===== src/rtl/comm_pkg.sv =====
// ============================================================================
// Module   : comm_pkg
// Purpose  : Shared state encoding and framing constant for comm_master.
// Revision : 1.0 - initial release
// ============================================================================
`default_nettype none

package comm_pkg;

   typedef enum logic [2:0] {
      IDLE      = 3'd0,
      SEND_CMD  = 3'd1,
      SEND_HI   = 3'd2,
      SEND_LO   = 3'd3,
      WAIT_RESP = 3'd4
   } state_t;

   // Start bit + 8 data bits + stop bit.
   localparam int unsigned c_frame_bits = 10;

endpackage

`default_nettype wire


===== src/rtl/comm_master_uart_tx.sv =====
// ============================================================================
// Module   : uart_tx
// Purpose  : 8N1 serialiser, one frame per trmt pulse, tx_done at stop-bit end.
// Revision : 1.0 - initial release
// ============================================================================
`default_nettype none

module uart_tx
   import comm_pkg::*;
#(
   parameter int unsigned BAUD_DIV = 2604
) (
   input  logic       clk,
   input  logic       rst,
   input  logic       trmt,
   input  logic [7:0] tx_data,
   output logic       TX,
   output logic       tx_done
);

   localparam int unsigned c_baud_w = $clog2(BAUD_DIV + 1);

   logic [c_frame_bits-1:0] r_shift;
   logic [c_baud_w-1:0]     r_baud_cnt;
   logic [3:0]              r_bit_cnt;
   logic                    r_active;
   logic                    r_done;

   // The line is the LSB of the shift register, which rests at all ones.
   always_ff @(posedge clk or posedge rst) begin
      if (rst) begin
         r_shift    <= '1;
         r_baud_cnt <= '0;
         r_bit_cnt  <= '0;
         r_active   <= 1'b0;
         r_done     <= 1'b0;
      end else begin
         r_done <= 1'b0;
         if (!r_active) begin
            if (trmt) begin
               r_shift    <= {1'b1, tx_data, 1'b0};
               r_active   <= 1'b1;
               r_baud_cnt <= '0;
               r_bit_cnt  <= '0;
            end
         end else if (r_baud_cnt == c_baud_w'(BAUD_DIV - 1)) begin
            r_baud_cnt <= '0;
            if (r_bit_cnt == 4'(c_frame_bits - 1)) begin
               r_active <= 1'b0;
               r_done   <= 1'b1;
               r_shift  <= '1;
            end else begin
               r_shift   <= {1'b1, r_shift[c_frame_bits-1:1]};
               r_bit_cnt <= r_bit_cnt + 4'd1;
            end
         end else begin
            r_baud_cnt <= r_baud_cnt + c_baud_w'(1);
         end
      end
   end

   assign TX      = r_shift[0];
   assign tx_done = r_done;

endmodule

`default_nettype wire


===== src/rtl/comm_master.sv =====
// ============================================================================
// Module   : comm_master
// Purpose  : Sends cmd + 16-bit payload as three 8N1 bytes, then waits for a
//            one-byte response. Define COMM_RESP_TIMEOUT_EN for a response timeout.
// Revision : 1.0 - initial release
// ============================================================================
`default_nettype none

module comm_master
   import comm_pkg::*;
#(
   parameter int unsigned BAUD_DIV     = 2604,
   parameter int unsigned RESP_TIMEOUT = 5000000
) (
   input  logic        clk,
   input  logic        rst,
   input  logic        snd_cmd,
   input  logic [7:0]  cmd,
   input  logic [15:0] data,
   output logic        TX,
   output logic        cmd_sent,
   input  logic        rx_rdy,
   input  logic [7:0]  rx_data,
   output logic        clr_rx_rdy,
   output logic [7:0]  resp,
   output logic        resp_rdy,
   output logic        busy,
   output logic        timeout
);

   state_t      r_state;
   logic [15:0] r_data;
   logic [7:0]  r_tx_byte;
   logic        r_trmt;
   logic        r_cmd_sent;
   logic        r_clr_rx_rdy;
   logic [7:0]  r_resp;
   logic        r_resp_rdy;
   logic        r_busy;
   logic        w_tx_done;

`ifdef COMM_RESP_TIMEOUT_EN
   localparam int unsigned c_wait_w = $clog2(RESP_TIMEOUT + 1);
   logic [c_wait_w-1:0] r_wait_cnt;
   logic                r_timeout;
`endif

   uart_tx #(.BAUD_DIV(BAUD_DIV)) u_uart_tx (
      .clk     (clk),
      .rst     (rst),
      .trmt    (r_trmt),
      .tx_data (r_tx_byte),
      .TX      (TX),
      .tx_done (w_tx_done)
   );

   always_ff @(posedge clk or posedge rst) begin
      if (rst) begin
         r_state      <= IDLE;
         r_data       <= '0;
         r_tx_byte    <= '0;
         r_trmt       <= 1'b0;
         r_cmd_sent   <= 1'b0;
         r_clr_rx_rdy <= 1'b0;
         r_resp       <= 8'h00;
         r_resp_rdy   <= 1'b0;
         r_busy       <= 1'b0;
`ifdef COMM_RESP_TIMEOUT_EN
         r_wait_cnt   <= '0;
         r_timeout    <= 1'b0;
`endif
      end else begin
         r_trmt       <= 1'b0;
         r_cmd_sent   <= 1'b0;
         r_clr_rx_rdy <= 1'b0;
         case (r_state)
            IDLE: begin
               if (snd_cmd) begin
                  r_tx_byte  <= cmd;
                  r_data     <= data;
                  r_trmt     <= 1'b1;
                  r_resp_rdy <= 1'b0;
                  r_busy     <= 1'b1;
`ifdef COMM_RESP_TIMEOUT_EN
                  r_timeout  <= 1'b0;
`endif
                  r_state    <= SEND_CMD;
               end
            end
            SEND_CMD: begin
               if (w_tx_done) begin
                  r_tx_byte <= r_data[15:8];
                  r_trmt    <= 1'b1;
                  r_state   <= SEND_HI;
               end
            end
            SEND_HI: begin
               if (w_tx_done) begin
                  r_tx_byte <= r_data[7:0];
                  r_trmt    <= 1'b1;
                  r_state   <= SEND_LO;
               end
            end
            SEND_LO: begin
               if (w_tx_done) begin
                  r_cmd_sent <= 1'b1;
`ifdef COMM_RESP_TIMEOUT_EN
                  r_wait_cnt <= '0;
`endif
                  r_state    <= WAIT_RESP;
               end
            end
            WAIT_RESP: begin
               // A response arriving on the final count still wins.
               if (rx_rdy) begin
                  r_resp       <= rx_data;
                  r_clr_rx_rdy <= 1'b1;
                  r_resp_rdy   <= 1'b1;
                  r_busy       <= 1'b0;
                  r_state      <= IDLE;
               end
`ifdef COMM_RESP_TIMEOUT_EN
               else if (r_wait_cnt == c_wait_w'(RESP_TIMEOUT - 1)) begin
                  r_timeout <= 1'b1;
                  r_busy    <= 1'b0;
                  r_state   <= IDLE;
               end else begin
                  r_wait_cnt <= r_wait_cnt + c_wait_w'(1);
               end
`endif
            end
            default: begin
               r_busy  <= 1'b0;
               r_state <= IDLE;
            end
         endcase
      end
   end

   assign cmd_sent   = r_cmd_sent;
   assign clr_rx_rdy = r_clr_rx_rdy;
   assign resp       = r_resp;
   assign resp_rdy   = r_resp_rdy;
   assign busy       = r_busy;
`ifdef COMM_RESP_TIMEOUT_EN
   assign timeout    = r_timeout;
`else
   assign timeout    = 1'b0;
`endif

endmodule

`default_nettype wire

===== config.mk =====
export PLATFORM = sky130hd
export DESIGN_NAME = comm_master
export DESIGN_NICKNAME = d
export VERILOG_FILES = /design/src/rtl/comm_pkg.sv /design/src/rtl/comm_master_uart_tx.sv /design/src/rtl/comm_master.sv
export SDC_FILE = /design/constraint.sdc
export NUM_CORES = 1
export LEC_CHECK = 0
export BUFFER_PORTS_ARGS = -buffer_cell sky130_fd_sc_hd__clkbuf_2
export CORE_MARGIN = 1.5
export CORE_UTILIZATION = 50
export DETAILED_ROUTE_END_ITERATION = 10
export PLACE_DENSITY = 0.68
export SKIP_CTS_REPAIR_TIMING = 1
export SLEW_MARGIN = 10
export SYNTH_ARGS = -nofsm -noshare
export SYNTH_HDL_FRONTEND = slang
export SYNTH_SLANG_ARGS = --single-unit

===== constraint.sdc =====
create_clock -name clk -period 3.3 [get_ports clk]
set_input_delay 0.33 -clock clk [delete_from_list [all_inputs] [get_ports clk]]
set_output_delay 0.33 -clock clk [all_outputs]
set_load 0.02 [all_outputs]

== Word-level counts from Yosys, hierarchy flattened ==
Index checks and enable logic that the tools add are counted.

* Register bits after elaboration: 68
* Latch bits: 0
* Bits in writable memories: 0
* Bits in read-only memories: 0
* Input bits: 36
* Output and inout bits: 14
* Logic and storage cells: 84
* Memories: 0

* Add/subtract/negate cells: 2
* $mul: 0
* Divide/modulo/power cells: 0
* $lt $le $gt $ge: 0
* Equal/unequal tests: 13
* Shift operators: 0
* Muxes and demuxes: 40
* Bitwise gates (word level): 1
* Reduce and logical (&&, ||, !) cells: 14

{| class="wikitable"
|+ Operators with widths
! cell !! number
|-
| 12-bit two-way mux || 3
|-
| 10-bit two-way mux || 3
|-
| 8-bit two-way mux || 3
|-
| 8-bit case mux with 3 select lines || 1
|-
| 1-bit two-way mux || 16
|-
| 4-bit two-way mux || 4
|-
| 3-bit two-way mux || 5
|-
| 3-bit case mux with 5 select lines || 1
|-
| 12-bit by 1-bit adder with 12-bit output (second input constant) || 1
|-
| 12-bit equality test (second input constant) || 1
|-
| 9-bit two-way mux || 1
|-
| 3-bit AND reduction || 3
|-
| 2-bit != test (second input constant) || 4
|-
| 3-bit by 2-bit equality test with 1-bit output (second input constant) || 2
|-
| 2-bit by 1-bit != test with 1-bit output (second input constant) || 3
|-
| 2-bit AND reduction || 3
|-
| 5-bit AND reduction || 1
|-
| 4-bit by 1-bit adder with 4-bit output (second input constant) || 1
|-
| 4-bit equality test (second input constant) || 1
|-
| 1-bit case mux with 2 select lines || 2
|-
| 4-bit AND reduction || 1
|-
| 2-bit nonzero test || 2
|-
| 3-bit by 1-bit equality test with 1-bit output (second input constant) || 1
|-
| 3-bit equality test (second input constant) || 1
|-
| other kinds (6) || 6
|}

== Depth between registers and ports, before layout ==
* Depth after elaboration: 4
* Mapped depth: 7
* Mapped depth without buffers: 6

== Hierarchy ==
Synthesis repeated with hierarchy kept, for this count alone.

* Cell total of the unflattened synthesis: 270
* Area, all modules: 3266.9 µm²

{| class="wikitable"
|+ Modules (own cells, without submodules)
! module !! instances !! cells each !! area an instance (µm²) !! seq. area each (µm²)
|-
| comm_master || 1 || 124 || 1778.0 || 1001.0
|-
| uart_tx || 1 || 146 || 1488.9 || 686.9
|}

== Least setup slack after synthesis ==
No wires, ideal clock.

* Path type: register to register
* From: register u_uart_tx.r_baud_cnt[4]
* To: register u_uart_tx.r_shift[1]
* Setup time: 0.082 ns
* Arrival time: 1.949 ns
* Required time: 3.218 ns
* Slack: 1.268 ns
* Cell stages (with the launch flop): 5
* Path buffers: 0
* Period minus slack after synthesis: 2.032 ns
* Path through: dfrtp_1 > or4b_4 > or4_4 > nand2_8 > mux2_4

* Word-level cells in the longest chain between the ends: 3

{| class="wikitable"
|+ RTL lines
! element !! line !! text
|-
| start, declared || comm_master_uart_tx.sv:24 || <nowiki>logic [c_baud_w-1:0] r_baud_cnt;</nowiki>
|-
| start signal, assigned || comm_master_uart_tx.sv:57 || <nowiki>r_baud_cnt <= r_baud_cnt + c_baud_w'(1);</nowiki>
|-
| 12-bit equality test || comm_master_uart_tx.sv:46 || <nowiki>end else if (r_baud_cnt == c_baud_w'(BAUD_DIV - 1)) begin</nowiki>
|-
| 2-bit != test (no line) || - ||
|-
| 2-bit AND reduction (no line) || - ||
|-
| end signal, assigned || comm_master_uart_tx.sv:41 || <nowiki>r_shift <= {1'b1, tx_data, 1'b0};</nowiki>
|-
| end signal, assigned || comm_master_uart_tx.sv:53 || <nowiki>r_shift <= {1'b1, r_shift[c_frame_bits-1:1]};</nowiki>
|-
| end, declared || comm_master_uart_tx.sv:23 || <nowiki>logic [c_frame_bits-1:0] r_shift;</nowiki>
|}

No other way between the ends.
A chain may end at the register's enable or synchronous reset.

== Worst setup path after layout ==
* From: register r_state[2]
* To: register r_data[3]

* Word-level cells in the longest chain between the ends: 2

{| class="wikitable"
|+ RTL lines
! element !! line !! text
|-
| start, declared || comm_master.sv:31 || <nowiki>state_t r_state;</nowiki>
|-
| start signal, assigned || comm_master.sv:59 || <nowiki>r_state <= IDLE;</nowiki>
|-
| start signal, assigned || comm_master.sv:87 || <nowiki>r_state <= SEND_CMD;</nowiki>
|-
| start signal, assigned || comm_master.sv:94 || <nowiki>r_state <= SEND_HI;</nowiki>
|-
| 3-bit logical NOT || comm_master.sv:76 || <nowiki>case (r_state)</nowiki>
|-
| 2-bit AND reduction (no line) || - ||
|-
| end signal, assigned || comm_master.sv:80 || <nowiki>r_data <= data;</nowiki>
|-
| end, declared || comm_master.sv:32 || <nowiki>logic [15:0] r_data;</nowiki>
|}

No other way between the ends.

==> impl_results.md <==
* Outcome: finished, final reports clean
* Post-synthesis xor/xnor area fraction at 0.0237
* First-pass GRT wire length at 11.0 mm
* Drt wl/cell at 14.7 µm
* P_sw at 446 µW
* Number of global-route vias before repair at 2276
* Cells after Synth at 309
* Post-synthesis sequential area ratio at 0.507
* Die Ht at 84.6 µm
* Vias per cell at 5.44
* Largest area contributor in the netlist: dfrtp_1
* Fmax at 0.467 GHz
* Layout Nets at 390
* Final period util at 0.649
* Worst skew pair latency at 0.34 ns
* WP data required at 3.52 ns
* Clk buf depth at 2
* CP max-delay cell: nor4_4
* Worst path cell trace: nor4_4 -> mux2_2
* Ys async rst share at 1.00
* Via count at 2356
* Synthesized net count at 348
* Relative slew margins at 0.346
* Adder-cell share of the synthesized area at 0.0113
* Gr ovfl total at 0
* Layout cells sized above 1 at 0.340
* Post-DP HPWL at 4.40 mm
* Final cell count without fillers at 433
* Drt initial violations at 153
* GRT Overall Usage at 0.195
* Mean post-synth cell area at 10.8 µm²
* Arrival @ worst endpoint at 2.36 ns
* Synth Area in Compound Gates at 0.126
* I/O Buffers at 48
* Gpl congestion at 0.791
* DRC Markers at 0
* Final hold vios at 0
* WL final at 6.35 mm
* Clock sink total at 67
* Syn-to-layout area delta at 15.5%
* Unique masters post-synth at 43
* P_leak at 1.86 nW
* CTS tree: built
* Setup TNS at 0 ns
* Initial antenna violation count at 0
* Final min period at 2.14 ns
* Logic pwr share at 0.087
* Die width at 84.6 µm
* Register clock-pin slew on the reported worst setup and hold paths at 0.08 ns
* Net Sw Frac at 0.242
* Most common flop cell mapped by yosys: dfrtp_1
* Worst setup EP type: flop
* # setup viols final at 0
* Seq pwr share at 0.497
* Seq cells post-synth at 67
* Fin. max-slew vios at 0
* Maxcap violations at 0
* Post-synth EDFFs at 0
* CP top delay family: simple AND/OR/NAND/NOR gates
* Total number of H-tree levels at 3
* N_diodes at 0
* RSZ-0062 raised after global routing: false
* Internal at 1.40 mW
* Syn. warnings at 0
* Synth top area share at 0.436
* Root Driver: clkbuf_8
* Die area at 0.00715 mm²
* # IOs at 50
* Worst setup startpoint: r_state[2]$_DFFE_PP0P_
* Core area at 0.00639 mm²
* Buf/Inv on CP at 0
* Tightest Pin Transition at 0.973 ns
* TritonCTS buffer count at 9
* Placed insts at 417
* Largest family of logic cells by synthesized area: multiplexers
* Setup Skew at 0.0110 ns
* Max IR drop VDD at 0.319 mV
* Hold Crit Class: in -> async
* Power share of the clock group at 0.416
* P per Cell Area at 481 mW/mm²
* Final ANT Viol Nets at 0
* Synth Area in Simple Gates at 0.143
* Rows at 29
* Worst setup SP type: flop
* Critical path type: reg -> reg
* Multiplexer area fraction after synthesis at 0.146
* Top post-synthesis cells by area: dfrtp_1 44%, mux2_2 11%, dfstp_2 7.1%
* CP peak stage delay at 0.95 ns
* Pin count of the biggest net entering global routing at 46
* R2R Path Start: r_state[2]$_DFFE_PP0P_
* Drt pass-1 iters at 5
* Starting Density at 0.521
* Mapped Area at 0.00333 mm²
* Worst-path fanout max at 25
[state kept, by name (all words and copies together), names as in the netlist, 3 cells and up]
register	flops
r_data	16
r_state	3
r_tx_byte	8
u_uart_tx.r_baud_cnt	12
u_uart_tx.r_shift	9
u_uart_tx.r_bit_cnt	4
resp	8
[cell families after synthesis]
family,count (synthesis)
AND/OR/NAND/NOR,90
AO/OA/AOI/OAI,62
flip-flops,67
other,1
XOR/XNOR,9
buffers and inverters,36
multiplexers,41
adder cells (fa/ha/maj),3
[path summary, 6_finish.rpt]
path                                               endpoint  depth (start not counted)  slack (ns)
max                                   r_data[3]$_DFFE_PP0P_                          2        1.16
min                                     resp[7]$_DFFE_PP0P_                          2        0.04
max reg2reg                           r_data[3]$_DFFE_PP0P_                          2        1.16
min reg2reg                u_uart_tx.r_shift[0]$_DFFE_PP1P_                          2        0.50
max in group asynchronous  u_uart_tx.r_shift[1]$_DFFE_PP1P_                          3        2.33
min in group clk                        resp[5]$_DFFE_PP0P_                          2        0.21
[power by group through the flow]
stage | combinational, mW | clock [mW] | sequential [mW]
after floorplan | 0.0992 | 0 | 0.933
after global placement | 0.158 | 0 | 0.933
after detailed placement | 0.162 | 0 | 0.936
after CTS | 0.163 | 0.784 | 0.920
after global routing | 0.179 | 0.822 | 0.927
final | 0.160 | 0.768 | 0.919
[metrics by stage]
step                      utilization  hold slack, ns  total power, mW  area, µm²  worst slack (ns)
after floorplan                     -           0.439             1.03       3330              1.27
after global placement          0.567           0.428             1.09       3620              1.15
after detailed placement        0.567           0.429             1.10       3620              1.10
after CTS                       0.602          0.0534             1.87       3840              1.10
after global routing            0.602          0.0783             1.93       3840             0.994
final                           0.602          0.0401             1.85       3840              1.16
[placed cells by master, fill, tap and decap left out, types with 2 or more instances in the layout]
cell / Yosys / layout
a21o_1: 6 / 6
a21oi_1: 8 / 8
a31oi_1: 3 / 3
buf_4: 1 / 4
bufinv_16: 0 / 2
clkbuf_2: 0 / 48
clkbuf_8: 0 / 9
clkinv_4: 0 / 3
dfrtp_1: 58 / 58
dfstp_2: 9 / 9
ha_1: 3 / 3
inv_1: 15 / 14
mux2_2: 32 / 32
mux2_4: 7 / 7
mux2i_1: 2 / 2
nand2_1: 14 / 14
nand2b_1: 2 / 2
nand3_1: 6 / 6
nand4_1: 2 / 2
nor2_1: 28 / 28
nor2b_1: 8 / 8
nor3_1: 14 / 14
nor3b_1: 5 / 5
nor4_1: 2 / 2
o211ai_1: 3 / 3
o21ai_0: 16 / 16
o21bai_1: 8 / 8
o22ai_1: 4 / 4
o311a_1: 7 / 7
o31ai_1: 3 / 3
o32ai_1: 2 / 2
or3_1: 2 / 2
xnor2_1: 4 / 4
xor2_1: 5 / 5
[cell usage after synthesis (2+ instances only)]
library cell / n
nand4_1: 2
mux2_4: 7
o32ai_1: 2
o311a_1: 7
nor2b_1: 8
buf_1: 2
mux2i_1: 2
inv_1: 15
nand2_1: 14
nor3b_1: 5
nand2b_1: 2
or3_1: 2
o31ai_1: 3
ha_1: 3
nor2_1: 28
a31oi_1: 3
o211ai_1: 3
mux2_2: 32
nand3_1: 6
o21ai_0: 16
clkbuf_1: 17
xnor2_1: 4
o21bai_1: 8
xor2_1: 5
nor3_1: 14
dfstp_2: 9
nor4_1: 2
a21oi_1: 8
a21o_1: 6
o22ai_1: 4
dfrtp_1: 58
[per-layer routing]
| layer | global-route usage | wire length [µm] | vias to the layer above |
|---|---|---|---|
| met4 | 0.0572 | 73 | 0 |
| met3 | 0.0590 | 321 | 7 |
| met1 | 0.281 | 3090 | 1117 |
| met2 | 0.288 | 2870 | 62 |
| li1 | - | - | 1170 |
| met5 | 0 | 0 | - |
[area by class of cell]
type,instances,area (µm²)
clock buffer,9,124
clock inverter,7,100
fill,551,2540
inverter,15,56.3
multi-input combinational,206,1510
sequential,67,1690
tap,77,96.3
timing repair buffer,52,270
Note: power is estimated with default switching activity, not from simulation.
